## src/rtl/calc_sequencer.sv

```systemverilog
// Parametrised calculator sequencer: loads NUM_OPS operands, latches a mode, then chains
// the ALU pairwise into ACC. Optional ALU watchdog enabled by defining CALC_TIMEOUT_EN.
module calc_sequencer #(
  parameter int ADDR_W    = 3,
  parameter int NUM_OPS   = 2,
  parameter int MS_W      = 3,
  parameter int NUM_MODES = 4,
  parameter int TIMEOUT   = 255
) (
  input  logic              CLK,
  input  logic              RST_N,
  input  logic              go,
  input  logic              next,
  input  logic [MS_W-1:0]   ms,
  input  logic              alu_done,
  output logic [ADDR_W-1:0] num_r1,
  output logic [ADDR_W-1:0] num_r2,
  output logic [ADDR_W-1:0] w1,
  output logic              we,
  output logic [MS_W-1:0]   ms_out,
  output logic [3:0]        cs_out,
  output logic              busy,
  output logic              done_out,
  output logic              err
);

  typedef enum logic [3:0] {
    S_IDLE = 4'd0,
    S_LOAD = 4'd1,
    S_WAIT = 4'd2,
    S_EXEC = 4'd3,
    S_WB   = 4'd4,
    S_DONE = 4'd5,
    S_ERR  = 4'd6
  } state_t;

  localparam logic [ADDR_W-1:0] ACC  = ADDR_W'(NUM_OPS);
  localparam logic [ADDR_W-1:0] LAST = ADDR_W'(NUM_OPS - 1);
  localparam logic [ADDR_W-1:0] ONE  = ADDR_W'(1);
  localparam logic [MS_W:0]     MAXM = (MS_W+1)'(NUM_MODES);

  state_t              r_state, w_ns;
  logic [ADDR_W-1:0]   r_idx, w_idx;
  logic [ADDR_W-1:0]   r_step, w_step;
  logic [MS_W-1:0]     r_ms_q, w_msq;
  logic                r_next_q;
  logic                w_lwe;
  logic                w_nxt_p;
  logic                w_ms_ok;

  logic [ADDR_W-1:0]   r_num_r1, r_num_r2, r_w1;
  logic                r_we, r_busy, r_done, r_err;
  logic [MS_W-1:0]     r_ms_out;

`ifdef CALC_TIMEOUT_EN
  localparam int TW = ($clog2(TIMEOUT + 1) > 8) ? $clog2(TIMEOUT + 1) : 8;
  localparam logic [TW-1:0] TLIM = TW'(TIMEOUT - 1);
  logic [TW-1:0] r_tcnt, w_tcnt;
`endif

  assign w_nxt_p = next & ~r_next_q;
  assign w_ms_ok = (ms != '0) && ({1'b0, ms} <= MAXM);

  // Next-state / datapath update; outputs are decoded from these and registered below.
  always_comb begin
    w_ns   = r_state;
    w_idx  = r_idx;
    w_step = r_step;
    w_msq  = r_ms_q;
    w_lwe  = 1'b0;
`ifdef CALC_TIMEOUT_EN
    w_tcnt = r_tcnt;
`endif
    case (r_state)
      S_IDLE: if (go) begin
        w_ns  = S_LOAD;
        w_idx = '0;
      end
      S_LOAD: begin
        // r_we high means this is the write cycle for RF[idx]
        if (r_we) begin
          if (r_idx == LAST) begin
            w_ns   = S_WAIT;
            w_step = '0;
          end else begin
            w_idx = r_idx + ONE;
          end
        end else if (w_nxt_p) begin
          w_lwe = 1'b1;
        end
      end
      S_WAIT: if (w_nxt_p) begin
        if (w_ms_ok) begin
          w_msq  = ms;
          w_step = ONE;
          w_ns   = S_EXEC;
        end else begin
          w_ns = S_ERR;
        end
      end
      S_EXEC: begin
        if (alu_done) w_ns = S_WB;
`ifdef CALC_TIMEOUT_EN
        else if (r_tcnt == TLIM) w_ns = S_ERR;
        else w_tcnt = r_tcnt + 1'b1;
`endif
      end
      S_WB: begin
        if (r_step == LAST) begin
          w_ns = S_DONE;
        end else begin
          w_step = r_step + ONE;
          w_ns   = S_EXEC;
        end
      end
      S_DONE, S_ERR: if (w_nxt_p) w_ns = S_IDLE;
      default: w_ns = S_IDLE;
    endcase
`ifdef CALC_TIMEOUT_EN
    if (w_ns == S_EXEC && r_state != S_EXEC) w_tcnt = '0;
`endif
  end

  always_ff @(posedge CLK or negedge RST_N) begin
    if (!RST_N) begin
      r_state  <= S_IDLE;
      r_idx    <= '0;
      r_step   <= '0;
      r_ms_q   <= '0;
      r_next_q <= 1'b0;
      r_num_r1 <= '1;
      r_num_r2 <= '1;
      r_w1     <= '1;
      r_we     <= 1'b0;
      r_ms_out <= '0;
      r_busy   <= 1'b0;
      r_done   <= 1'b1;
      r_err    <= 1'b0;
`ifdef CALC_TIMEOUT_EN
      r_tcnt   <= '0;
`endif
    end else begin
      r_state  <= w_ns;
      r_idx    <= w_idx;
      r_step   <= w_step;
      r_ms_q   <= w_msq;
      r_next_q <= next;
`ifdef CALC_TIMEOUT_EN
      r_tcnt   <= w_tcnt;
`endif
      r_num_r1 <= '1;
      r_num_r2 <= '1;
      r_w1     <= '1;
      r_we     <= 1'b0;
      r_ms_out <= '0;
      r_busy   <= 1'b1;
      r_done   <= 1'b0;
      r_err    <= 1'b0;
      case (w_ns)
        S_LOAD: begin
          r_num_r1 <= w_idx;
          r_w1     <= w_idx;
          r_we     <= w_lwe;
        end
        S_WAIT: begin
          r_num_r1 <= '0;
          r_num_r2 <= ONE;
        end
        S_EXEC, S_WB: begin
          // first step reads RF[0],RF[1]; later steps chain the accumulator
          r_num_r1 <= (w_step == ONE) ? '0 : ACC;
          r_num_r2 <= w_step;
          r_w1     <= ACC;
          r_ms_out <= w_msq;
          r_we     <= (w_ns == S_WB);
        end
        S_DONE: begin
          r_num_r1 <= ACC;
          r_busy   <= 1'b0;
          r_done   <= 1'b1;
        end
        S_ERR: begin
          r_busy <= 1'b0;
          r_done <= 1'b1;
          r_err  <= 1'b1;
        end
        default: begin
          r_busy <= 1'b0;
          r_done <= 1'b1;
        end
      endcase
    end
  end

  assign num_r1   = r_num_r1;
  assign num_r2   = r_num_r2;
  assign w1       = r_w1;
  assign we       = r_we;
  assign ms_out   = r_ms_out;
  assign cs_out   = r_state;
  assign busy     = r_busy;
  assign done_out = r_done;
  assign err      = r_err;

endmodule

```

## config.mk

```make
export PLATFORM = sky130hd
export DESIGN_NAME = calc_sequencer
export DESIGN_NICKNAME = d
export VERILOG_FILES = /design/src/rtl/calc_sequencer.sv
export SDC_FILE = /design/constraint.sdc
export NUM_CORES = 1
export LEC_CHECK = 0
export ABC_CLOCK_PERIOD_IN_PS = 1800
export BUFFER_PORTS_ARGS = -buffer_cell sky130_fd_sc_hd__buf_2
export CORE_UTILIZATION = 45
export CTS_CLUSTER_SIZE = 25
export DETAILED_ROUTE_END_ITERATION = 6
export PLACE_DENSITY_LB_ADDON = 0.2
export RECOVER_POWER = 50
export SLEW_MARGIN = 10
export SYNTH_ARGS = -nofsm -noshare
export SYNTH_HDL_FRONTEND = slang
export SYNTH_SLANG_ARGS = --single-unit
```

## constraint.sdc

```tcl
create_clock -name CLK -period 1.8 [get_ports CLK]
set_input_delay 0.09 -clock CLK [delete_from_list [all_inputs] [get_ports CLK]]
set_output_delay 0.09 -clock CLK [all_outputs]
set_load 0.1 [all_outputs]
```

==> report_table.html <==
<table>
<tr><th>Metric</th><th>Value</th></tr>
<tr><th colspan="2">Status</th></tr>
<tr><td>Status</td><td>complete, but fails checks</td></tr>
<tr><td>Violations in the final reports</td><td>setup timing</td></tr>
<tr><th colspan="2">Timing</th></tr>
<tr><td>Number of hold violations in the final report</td><td>0</td></tr>
<tr><td>Slew @ Worst Pin</td><td>0.753 ns</td></tr>
<tr><td>Final Max Tran Viols</td><td>0</td></tr>
<tr><td>Fmax achieved</td><td>0.513 GHz</td></tr>
<tr><td>Share of the clock period used by the worst path after layout</td><td>108%</td></tr>
<tr><td>Rel. slew slack</td><td>49.8%</td></tr>
<tr><td>Final Worst Setup Slack</td><td>-0.150 ns</td></tr>
<tr><td>Hold Worst Slack</td><td>0.00742 ns</td></tr>
<tr><td>Clk_skew</td><td>0.00708 ns</td></tr>
<tr><td>Setup repair after global routing missed its margin</td><td>yes</td></tr>
<tr><td>Min cycle time layout</td><td>1.95 ns</td></tr>
<tr><td>Total of endpoints with negative setup slack in the final report</td><td>10</td></tr>
<tr><th colspan="2">Layout</th></tr>
<tr><td>Layout Area Growth over Synthesis</td><td>44.7%</td></tr>
<tr><td>Most common cell after layout, fill and taps aside</td><td>buf_4</td></tr>
<tr><td>Share of final-layout standard cells stronger than drive strength 1</td><td>56.7%</td></tr>
<tr><td>Most frequent cells in the layout</td><td>31 x buf_4, 24 x buf_2, 15 x dfrtp_1</td></tr>
<tr><td>Number of standard cells in the final layout excluding fillers</td><td>254</td></tr>
<tr><td>Nets@finish</td><td>221</td></tr>
<tr><td>Diode insertion count for antenna repair</td><td>0</td></tr>
<tr><td>Final standard cell utilization of the core</td><td>70.7%</td></tr>
<tr><th colspan="2">Logic synthesis</th></tr>
<tr><td>Number of warnings printed during yosys synthesis</td><td>0</td></tr>
<tr><td>Number of storage elements in the synthesis netlist</td><td>30</td></tr>
<tr><td>Post-Syn Area per Cell</td><td>10.9 um2</td></tr>
<tr><td>Post-Syn Nets</td><td>152</td></tr>
<tr><td>Cell Area, Synth</td><td>1530 um2</td></tr>
<tr><td>Synthesized instance count</td><td>140</td></tr>
<tr><td>Fraction of the yosys area taken by sequential cells</td><td>50.0%</td></tr>
<tr><td>Unique masters post-synth</td><td>52</td></tr>
<tr><th colspan="2">Clock network</th></tr>
<tr><td>TritonCTS clock tree</td><td>built</td></tr>
<tr><td>Clock latency on the worst-skew pair</td><td>0.33 ns</td></tr>
<tr><td>H-Tree Level Count</td><td>2</td></tr>
<tr><td>Maximum buffer depth of the clock tree</td><td>2</td></tr>
<tr><td>TritonCTS buffer count</td><td>5</td></tr>
<tr><td>Clock transition at the register clock pins on the worst setup and hold paths after CTS</td><td>0.10 ns</td></tr>
<tr><td>Root Driver</td><td>clkbuf_4</td></tr>
<tr><td>Num Clock Sinks</td><td>30</td></tr>
<tr><th colspan="2">Critical path</th></tr>
<tr><td>Maximum fanout along the worst path</td><td>6</td></tr>
<tr><td>Critical path class</td><td>flop to flop</td></tr>
<tr><td>Crit end category</td><td>flop</td></tr>
<tr><td>Crit path cell chain</td><td>or4b_4 &gt; nor2_4 &gt; buf_6 &gt; nor3_2 &gt; o22a_1 &gt; a32oi_1</td></tr>
<tr><td>WP data required</td><td>2.04 ns</td></tr>
<tr><td>Worst path buffer plus inverter count</td><td>1</td></tr>
<tr><td>Startpoint class of the critical path</td><td>flop</td></tr>
<tr><td>CP max-delay cell</td><td>or4b_4</td></tr>
<tr><td>Largest stage delay on the critical path</td><td>0.59 ns</td></tr>
<tr><td>Family with the most delay on the worst path</td><td>simple AND/OR/NAND/NOR gates</td></tr>
<tr><td>Worst endpoint data arrival time</td><td>2.19 ns</td></tr>
<tr><th colspan="2">Power and ir drop</th></tr>
<tr><td>Final total power</td><td>1460 uW</td></tr>
<tr><td>Power per cell area</td><td>662 nW/um2</td></tr>
<tr><td>Static leakage power</td><td>0.00102 uW</td></tr>
<tr><td>Maximum VDD drop</td><td>0.567 mV</td></tr>
<tr><th colspan="2">Place</th></tr>
<tr><td>Total placed cells including tap cells</td><td>234</td></tr>
<tr><td>DP Wirelength</td><td>2800 um</td></tr>
<tr><td>Worst slack at placement</td><td>-0.150 ns</td></tr>
<tr><td>Quantity of I/O buffers inserted on ports</td><td>27</td></tr>
<tr><td>Final GP Congestion</td><td>0.834</td></tr>
<tr><th colspan="2">Route</th></tr>
<tr><td>Detailed Route Iter0 Violations</td><td>87</td></tr>
<tr><td>Vias per Instance</td><td>5.35</td></tr>
<tr><td>Total via count after detailed routing</td><td>1,358</td></tr>
<tr><td>Detailed-routing iteration count for the pre-antenna-repair pass</td><td>4</td></tr>
<tr><td>Wire per inst</td><td>15.9 um</td></tr>
<tr><td>Post-route ant nets</td><td>0</td></tr>
<tr><td>Final wirelength</td><td>4040 um</td></tr>
<tr><td>DR DRC count</td><td>0</td></tr>
<tr><th colspan="2">Global routing</th></tr>
<tr><td>Top Usage Layer GRT</td><td>met2</td></tr>
<tr><td>Met1 usage in global routing</td><td>30.3%</td></tr>
<tr><td>GR Util All Layers</td><td>24.5%</td></tr>
<tr><td>Via count of the first global-routing pass</td><td>1,378</td></tr>
<tr><td>Met3 track demand over resource in global routing</td><td>7.79%</td></tr>
<tr><td>Total overflow reported by the global router</td><td>0</td></tr>
<tr><td>Wire length of the first global-routing pass</td><td>6270 um</td></tr>
<tr><td>Number of antenna violations at the first check in global routing</td><td>0</td></tr>
<tr><td>Largest net degree at the start of global routing</td><td>31</td></tr>
<tr><td>Global-route met2 utilization</td><td>40.2%</td></tr>
<tr><th colspan="2">Die</th></tr>
<tr><td>Starting Density</td><td>48.8%</td></tr>
<tr><td>Die area</td><td>3630 um2</td></tr>
<tr><td>Site Rows</td><td>20</td></tr>
<tr><td>Core Area</td><td>3130 um2</td></tr>
<tr><td>Die extent in y</td><td>60.3 um</td></tr>
<tr><td>Total I/O pin count</td><td>28</td></tr>
<tr><td>Horiz. Die Dim</td><td>60.3 um</td></tr>
<tr><th colspan="2">Run</th></tr>
<tr><td>Max-Cap Viols</td><td>0</td></tr>
<tr><th colspan="2">Min path</th></tr>
<tr><td>Type of the most critical hold path</td><td>input pin to flop</td></tr>
</table>
[kinds of logic (layout without fill, tap and decap cells)]
family          Yosys count  in the layout  share of synthesized area (%)
compound gates           39             39                           19.6
xor+xnor                  2              2                           1.15
fa+ha+maj                 4              4                           3.28
buf+inv                  13             83                           4.18
flops                    30             30                           50.0
mux                       3              3                           2.13
other cells               1              1                          0.245
simple gates             48             48                           19.5
[final cells by class]
cell class | count | area (um2)
Fill cell | 222 | 917
Multi-Input combinational cell | 97 | 820
Sequential cell | 30 | 782
Timing Repair Buffer | 67 | 464
Clock buffer | 7 | 55.1
Tap cell | 44 | 55.1
Inverter | 8 | 30.0
Clock inverter | 1 | 5.00
[worst paths after layout]
kind / endpoint / start / cells after the start / slack (ns)
worst max-delay path: num_r1[1] / cs_out[0] / 6 / -0.15
worst min-delay path: r_ms_q[2] / ms[0] / 2 / 0.007
worst max register to register: num_r1[1] / cs_out[0] / 6 / -0.15
worst min register to register: r_ms_q[1] / r_ms_q[1] / 1 / 0.50
max in group asynchronous: cs_out[3] / RST_N / 2 / 0.88
min in group asynchronous: cs_out[0] / RST_N / 2 / 0.36
[routing by layer]
layer / vias to the layer above / part of all wire [%]
met5: - / 0
li1: 641 / -
met1: 659 / 43
met2: 54 / 50
met4: 0 / 1.1
met3: 4 / 5.8
[Yosys cell counts (all sizes together)]
master   count  area, um2
o31ai        1       7.51
nor4bb       1       10.0
nor2b        2       12.5
a211oi       1       12.5
a21boi       1       18.8
nand3b       1       7.51
nor3         3       20.0
o21a         1       7.51
o41ai        3       45.1
a21o         3       22.5
buf          5       33.8
nand2b       4       25.0
o21ai       10       50.0
a2111oi      1       8.76
o22ai        1       6.26
dfrtp       20        500
and3b        1       8.76
or2          1       6.26
a31oi        1       6.26
o31a         1       8.76
nand4        2       12.5
or4b         1       13.8
a32oi        2       17.5
ha           4       50.1
nand3        2       10.0
nor3b        4       30.0
a21oi        7       38.8
o211ai       2       15.0
nor4b        2       23.8
o21bai       1       7.51
and2         6       37.5
dfstp       10        263
o22a         2       17.5
xnor2        1       8.76
nor2         2       15.0
or3          1       6.26
mux2         2       22.5
xor2         1       8.76
nand2       14       52.6
conb         1       3.75
inv          8       30.0
mux2i        1       10.0
o221ai       1       8.76
and3         1       6.26
[timing repair]
item	4_1_cts	5_1_grt
endpoints found under the hold margin	21	1
pin swaps	11	7
gates resized for setup	16	17
setup endpoints to repair	13	16
hold buffers	2	1
setup buffers	7	4
[report_power, final]
part / switching, uW / internal (uW)
registers: 18.5 / 713
logic: 236 / 84.5
clock network: 223 / 189
total: 478 / 986
[flip-flops by register name, indices dropped and copies added (netlist names)]
name and count:
busy 1, cs_out 4, r_ms_q 3, num_r1 3, err 1, num_r2 3, ms_out 3, done_out 1
w1 3, r_idx 3, we 1, r_step 3, r_next_q 1
[per-stage QoR]
step                      instance area, um2  setup TNS (ns)
final                                   2210          -0.751
after global routing                    2210           -1.35
after CTS                               2110          -0.580
after detailed placement                1930          -0.750
after global placement                  1930          -0.132
after floorplan                         1570           -1.19
(Power assumes the default switching activity.)
